===== src/rtl/cnn_window_gen.sv =====
// cnn_window_gen: raster-scans a padded IMG_W x IMG_H image and emits every 3x3 window in raster order.
// Latency: window valid 2 cycles after its bottom-right pixel's read is issued; done_o 1 cycle after the last window.
// Backpressure: hold_i stalls read issue only; reads already in flight are always consumed. Option macro WIN_COORD_EN adds win_row_o/win_col_o.
module cnn_window_gen #(
   parameter int IMG_W  = 66,
   parameter int IMG_H  = 66,
   parameter int ADDR_W = 13
) (
   input  logic              clk,
   input  logic              rst_n,
   input  logic              image_ready,
   input  logic              hold_i,
   output logic              image_rden_o,
   output logic [ADDR_W-1:0] image_addr_o,
   input  logic [7:0]        image_i,
   input  logic              image_valid,
   output logic              win_valid_o,
   output logic [71:0]       win_data_o,
`ifdef WIN_COORD_EN
   output logic [5:0]        win_row_o,
   output logic [5:0]        win_col_o,
`endif
   output logic              done_o
);

   localparam int NPIX = IMG_W * IMG_H;
   localparam int NWIN = (IMG_W - 2) * (IMG_H - 2);
   localparam int CW   = $clog2(IMG_W);
   localparam int RW   = $clog2(IMG_H);
   localparam int NW   = $clog2(NWIN + 1);
   localparam logic [ADDR_W-1:0] LAST_ADDR = ADDR_W'(NPIX - 1);

   typedef enum logic [1:0] {IDLE, FETCH, DRAIN, DONE} state_t;

   state_t            state_q;
   logic [ADDR_W-1:0] addr_q;
   logic [NW-1:0]     wcnt_q;
   logic              done_q;
   logic              pend_q;
   logic [CW-1:0]     col_q;
   logic [RW-1:0]     row_q;
   logic              win_valid_q;
   logic [71:0]       win_data_q;
   logic [7:0]        win_q   [3][3];
   logic [7:0]        win_nxt [3][3];
   logic [71:0]       win_pack;
   logic [7:0]        lb0_q [IMG_W];   // row-1
   logic [7:0]        lb1_q [IMG_W];   // row-2
   logic              issue, accept, emit;
`ifdef WIN_COORD_EN
   logic [5:0]        win_row_q, win_col_q;
`endif

   // A read goes out every FETCH cycle unless stalled; the address is the registered counter.
   assign issue        = (state_q == FETCH) && !hold_i;
   assign image_rden_o = issue;
   assign image_addr_o = addr_q;
   // Only data answering one of our own reads is accepted.
   assign accept       = image_valid && pend_q;
   assign emit         = accept && (row_q >= RW'(2)) && (col_q >= CW'(2));

   assign win_valid_o  = win_valid_q;
   assign win_data_o   = win_data_q;
   assign done_o       = done_q;
`ifdef WIN_COORD_EN
   assign win_row_o    = win_row_q;
   assign win_col_o    = win_col_q;
`endif

   // Next window: shift columns left and append the column ending in the incoming pixel.
   always_comb begin
      for (int r = 0; r < 3; r++) begin
         win_nxt[r][0] = win_q[r][1];
         win_nxt[r][1] = win_q[r][2];
      end
      win_nxt[0][2] = lb1_q[col_q];
      win_nxt[1][2] = lb0_q[col_q];
      win_nxt[2][2] = image_i;
      win_pack = '0;
      for (int r = 0; r < 3; r++) begin
         for (int c = 0; c < 3; c++) begin
            win_pack[8*(3*r+c) +: 8] = win_nxt[r][c];
         end
      end
   end

   // Frame sequencing: read address counter, window count and the done pulse.
   always_ff @(posedge clk or negedge rst_n) begin
      if (!rst_n) begin
         state_q <= IDLE;
         addr_q  <= '0;
         wcnt_q  <= '0;
         done_q  <= 1'b0;
      end else begin
         done_q <= 1'b0;
         if (win_valid_q && state_q != IDLE) wcnt_q <= wcnt_q + NW'(1);
         case (state_q)
            IDLE: begin
               if (image_ready) begin
                  state_q <= FETCH;
                  addr_q  <= '0;
                  wcnt_q  <= '0;
               end
            end
            FETCH: begin
               if (issue) begin
                  if (addr_q == LAST_ADDR) state_q <= DRAIN;
                  else                     addr_q  <= addr_q + ADDR_W'(1);
               end
            end
            DRAIN: begin
               if (win_valid_q && wcnt_q == NW'(NWIN - 1)) begin
                  state_q <= DONE;
                  done_q  <= 1'b1;
               end
            end
            default: state_q <= IDLE;
         endcase
      end
   end

   // Pixel position tracking, 3x3 window shift register and registered window outputs.
   always_ff @(posedge clk or negedge rst_n) begin
      if (!rst_n) begin
         pend_q      <= 1'b0;
         col_q       <= '0;
         row_q       <= '0;
         win_valid_q <= 1'b0;
         win_data_q  <= '0;
         for (int r = 0; r < 3; r++)
            for (int c = 0; c < 3; c++)
               win_q[r][c] <= '0;
`ifdef WIN_COORD_EN
         win_row_q   <= '0;
         win_col_q   <= '0;
`endif
      end else begin
         pend_q      <= issue;
         win_valid_q <= emit;
         if (state_q == IDLE && image_ready) begin
            col_q <= '0;
            row_q <= '0;
         end else if (accept) begin
            if (col_q == CW'(IMG_W - 1)) begin
               col_q <= '0;
               row_q <= (row_q == RW'(IMG_H - 1)) ? '0 : row_q + RW'(1);
            end else begin
               col_q <= col_q + CW'(1);
            end
         end
         if (accept) win_q <= win_nxt;
         if (emit) begin
            win_data_q <= win_pack;
`ifdef WIN_COORD_EN
            win_row_q  <= 6'(row_q - RW'(2));
            win_col_q  <= 6'(col_q - CW'(2));
`endif
         end
      end
   end

   // Line buffers: the column slot moves row-1 into row-2 and takes the new pixel as row-1.
   always_ff @(posedge clk) begin
      if (accept) begin
         lb1_q[col_q] <= lb0_q[col_q];
         lb0_q[col_q] <= image_i;
      end
   end

endmodule


===== config.mk =====
export PLATFORM = sky130hd
export DESIGN_NAME = cnn_window_gen
export DESIGN_NICKNAME = d
export VERILOG_FILES = /design/src/rtl/cnn_window_gen.sv
export SDC_FILE = /design/constraint.sdc
export NUM_CORES = 1
export LEC_CHECK = 0
export CAP_MARGIN = 15
export CORE_UTILIZATION = 60
export DETAILED_ROUTE_END_ITERATION = 10
export GPL_TIMING_DRIVEN = 1
export PLACE_DENSITY_LB_ADDON = 0.12
export SLEW_MARGIN = 10
export SYNTH_ARGS = -nofsm -noshare
export SYNTH_HDL_FRONTEND = slang
export SYNTH_SLANG_ARGS = --single-unit

===== constraint.sdc =====
create_clock -name clk -period 7.1 [get_ports clk]
set_input_delay 0.71 -clock clk [delete_from_list [all_inputs] [get_ports clk]]
set_output_delay 0.71 -clock clk [all_outputs]
set_load 0.02 [all_outputs]

==> flow_summary.ini <==
[layout]
multi_input_area_um2 = 11400
num-nets-final = 3269
fill_cells = 5298
drive_above_1_share = 0.121
area_growth_pct = 13.0
seqCellArea_um2 = 35900

[clock_tree]
holdBufCountCts = 0
clock_sinks = 1221
path_clk_slew_ns = 0.06
cts_made_buffers = 118
clk_latency_ns = 0.70
cts_tree = built
cts_buffer_depth = 3
htree_num_levels = 3
cts_setup_buffers = 0
cts_resized = 0
cts.root.buffer_cell = clkbuf_16

[sta]
final.setup.tns_ns = 0
fmax_mhz = 202
fin_crit_sh = 0.697
maxSlewViolCount = 0
worst_slack_ns = 2.15
rsz0062_at_grt = no
skew_ns = 0.0294
tightest_slew_ns = 1.24
finalSetupViolations = 0
finalHoldViolCount = 0
period_needed_ns = 4.95
finalHoldWorstSlack_ns = 0.0734
maxSlewHeadroom = 0.172

[logic_synthesis]
synth.avg_cell_area_um2 = 15.6
syn_inst = 3091
synth_edf_count = 1056
synth.net_count = 3115
netlist-cell-type-count = 73
syn_area_um2 = 48100
yosysWarnings = 0
synthFlopType = edfxtp_1
ys_ff_latch = 1221
synthArstFlopShare = 0.135
seq_area_frac_synth = 0.745

[setup_path]
path_class = flop to flop
cp.required_ns = 7.48
cp_max_fo = 46
crit_arrival_ns = 5.34
start_kind = flop
endpoint_kind = flop

[grt]
antenna_found_initial = 5
overflow = 0
grt_pass1_vias = 28600
grt_pass1_wl_mm = 191
grt.total_usage = 0.324
grt_max_degree = 101
busiest_layer = met2
grt_use_met3 = 0.0605
grt_use_met2 = 0.514
use_met1 = 0.436

[pwr]
ir_worst_vdd_mv = 0.358
power.total_mw = 22.1
leakage_nw = 19.2
p_per_area_nw_per_um2 = 407

[placed_design]
portBuffers = 100
routabilityCongestion = 0.953
dp_hpwl_mm = 75.9
post-place-ws_ns = 2.23

[die]
dieArea_um2 = 81400
dieWidth_um = 285
io_pins = 101
rows = 103
core_area_um2 = 79100
start_util = 0.608
fp.dieH_um = 285

[route]
drc = 0
ant_nets = 0
first_pass_iters = 7
vias = 29100
viasPerCell = 6.61
drt_first_iter_violations = 3850
finalWirelength_mm = 131
routedWlPerCell_um = 29.8

[hold_path]
hold_class = input pin to async pin

[run_status]
status = finished clean

[run]
maxCapViolations = 0
[state kept, by name, indices dropped and copies added, names as in the netlist, 2 cells and up]
signal        cells
lb0_q           528
lb1_q           528
win_data_o       72
win_nxt          48
image_addr_o     13
wcnt_q           13
col_q             7
row_q             7
state_q           2
[cells in the final DEF, fill, tap and decap left out, types with 9 or more instances in the layout]
| master | count |
|---|---|
| o22ai_1 | 162 |
| and2_1 | 9 |
| dfrtp_1 | 162 |
| mux2_2 | 27 |
| o21ai_0 | 122 |
| clkinv_2 | 18 |
| o22a_1 | 14 |
| mux2i_1 | 332 |
| buf_4 | 120 |
| a22o_1 | 13 |
| bufinv_16 | 11 |
| clkbuf_16 | 119 |
| a31oi_1 | 30 |
| a221oi_1 | 25 |
| edfxtp_1 | 1056 |
| ha_1 | 11 |
| nand2b_1 | 38 |
| or3_1 | 10 |
| xor2_1 | 10 |
| mux4_2 | 17 |
| clkdlybuf4s50_1 | 91 |
| nand4_1 | 11 |
| clkinv_1 | 28 |
| a21bo_2 | 21 |
| nand2_1 | 378 |
| o32ai_1 | 9 |
| nor2_1 | 134 |
| a222oi_1 | 30 |
| nand3_1 | 16 |
| inv_1 | 20 |
| clkbuf_1 | 26 |
| a21oi_1 | 37 |
| nor2b_1 | 14 |
| a221o_1 | 11 |
| o31ai_1 | 10 |
| a22oi_1 | 35 |
[logic make-up after synthesis]
logic type,share of synthesized area
AOI/OAI and AO/OA,0.0859
xor gates and xnor gates,0.00291
adders and majority gates,0.00286
buffers and inverters,0.0211
DFF,0.745
muxes,0.0833
and+or+nand+nor,0.0593
[synth_stat cells, types with 8 or more instances]
master    number  area (um2)
clkbuf_1      86         323
o22a_1        14         123
a21bo_2       21         210
mux4_2        17         383
buf_2         70         350
o32ai_1        9        78.8
and2_1        11        68.8
buf_1         14        52.6
nand4_1       11        68.8
inv_1         24        90.1
a222oi_1      30         300
mux2_2        27         304
a31oi_1       30         188
a41oi_1        8        70.1
o21ai_0      122         611
mux2i_1      332        3320
nand3_1       16        80.1
buf_6         10         113
nand2b_1      40         250
o22ai_1      162        1010
a21oi_1       37         185
nand2_1      384        1440
or3_1         10        62.6
dfrtp_1      165        4130
a22o_1        13         114
xor2_1        10        87.6
nor2b_1       19         119
a22oi_1       35         263
buf_4         10        75.1
nor2_1       136         510
ha_1          11         138
edfxtp_1    1056       31700
a221oi_1      25         219
a221o_1       11         110
o31ai_1       10        75.1
nor4b_1        8        70.1
[worst max-delay path, cell delays in order (launching register included)]
cell and delay, ns:
dfrtp_4 0.91, nand2b_2 0.54, buf_4 0.51, o22ai_1 0.16, o21ai_0 0.61, a41oi_1 0.41, a21oi_1 0.37, nand2_2 0.55
buf_4 0.48
[stage by stage]
step	cell area, um2	instances	utilization
global placement	50500	4173	0.639
global route	54400	4393	0.687
floorplan	48100	3091	-
detailed placement	50500	4173	0.639
CTS	54300	4391	0.687
finish	54400	4394	0.687
[layout make-up]
class	instances	area share
flip-flops and latches	1221	0.659
diodes	1	0.0000460
repair buffers	225	0.0361
multi-input cells	1653	0.209
clock buffers	149	0.0576
clock inverters	69	0.0124
well taps	1050	0.0242
inverters	26	0.00179
[path summary, 6_finish.rpt]
path                                          from                    endpoint  slack (ns)  cells past startpoint
setup / recovery              col_q[1]$_DFFE_PN0P_      lb1_q[42][3]$_DFFE_PP_        2.15                      8
hold / removal                               rst_n            done_o$_DFF_PN0_        0.07                      1
setup reg to reg              col_q[1]$_DFFE_PN0P_      lb1_q[42][3]$_DFFE_PP_        2.15                      8
hold reg to reg            win_nxt[43]$_DFFE_PN0P_  win_data_o[27]$_DFFE_PN0P_        0.47                      2
max in group asynchronous                    rst_n   win_data_o[3]$_DFFE_PN0P_        5.44                      2
min in group clk           win_nxt[43]$_DFFE_PN0P_  win_data_o[27]$_DFFE_PN0P_        0.47                      2
[where the power goes]
| group | switching, mW | internal (mW) |
|---|---|---|
| logic | 4.37 | 1.86 |
| clock network | 2.65 | 3.52 |
| registers | 0.445 | 9.27 |
[layer usage]
metal  up-vias  share of wire
met3       390          0.099
li1      12300              -
met2      1773           0.47
met4         4          0.055
met5         -        0.00020
met1     14600           0.37
Power figures use the tool's default switching activity.
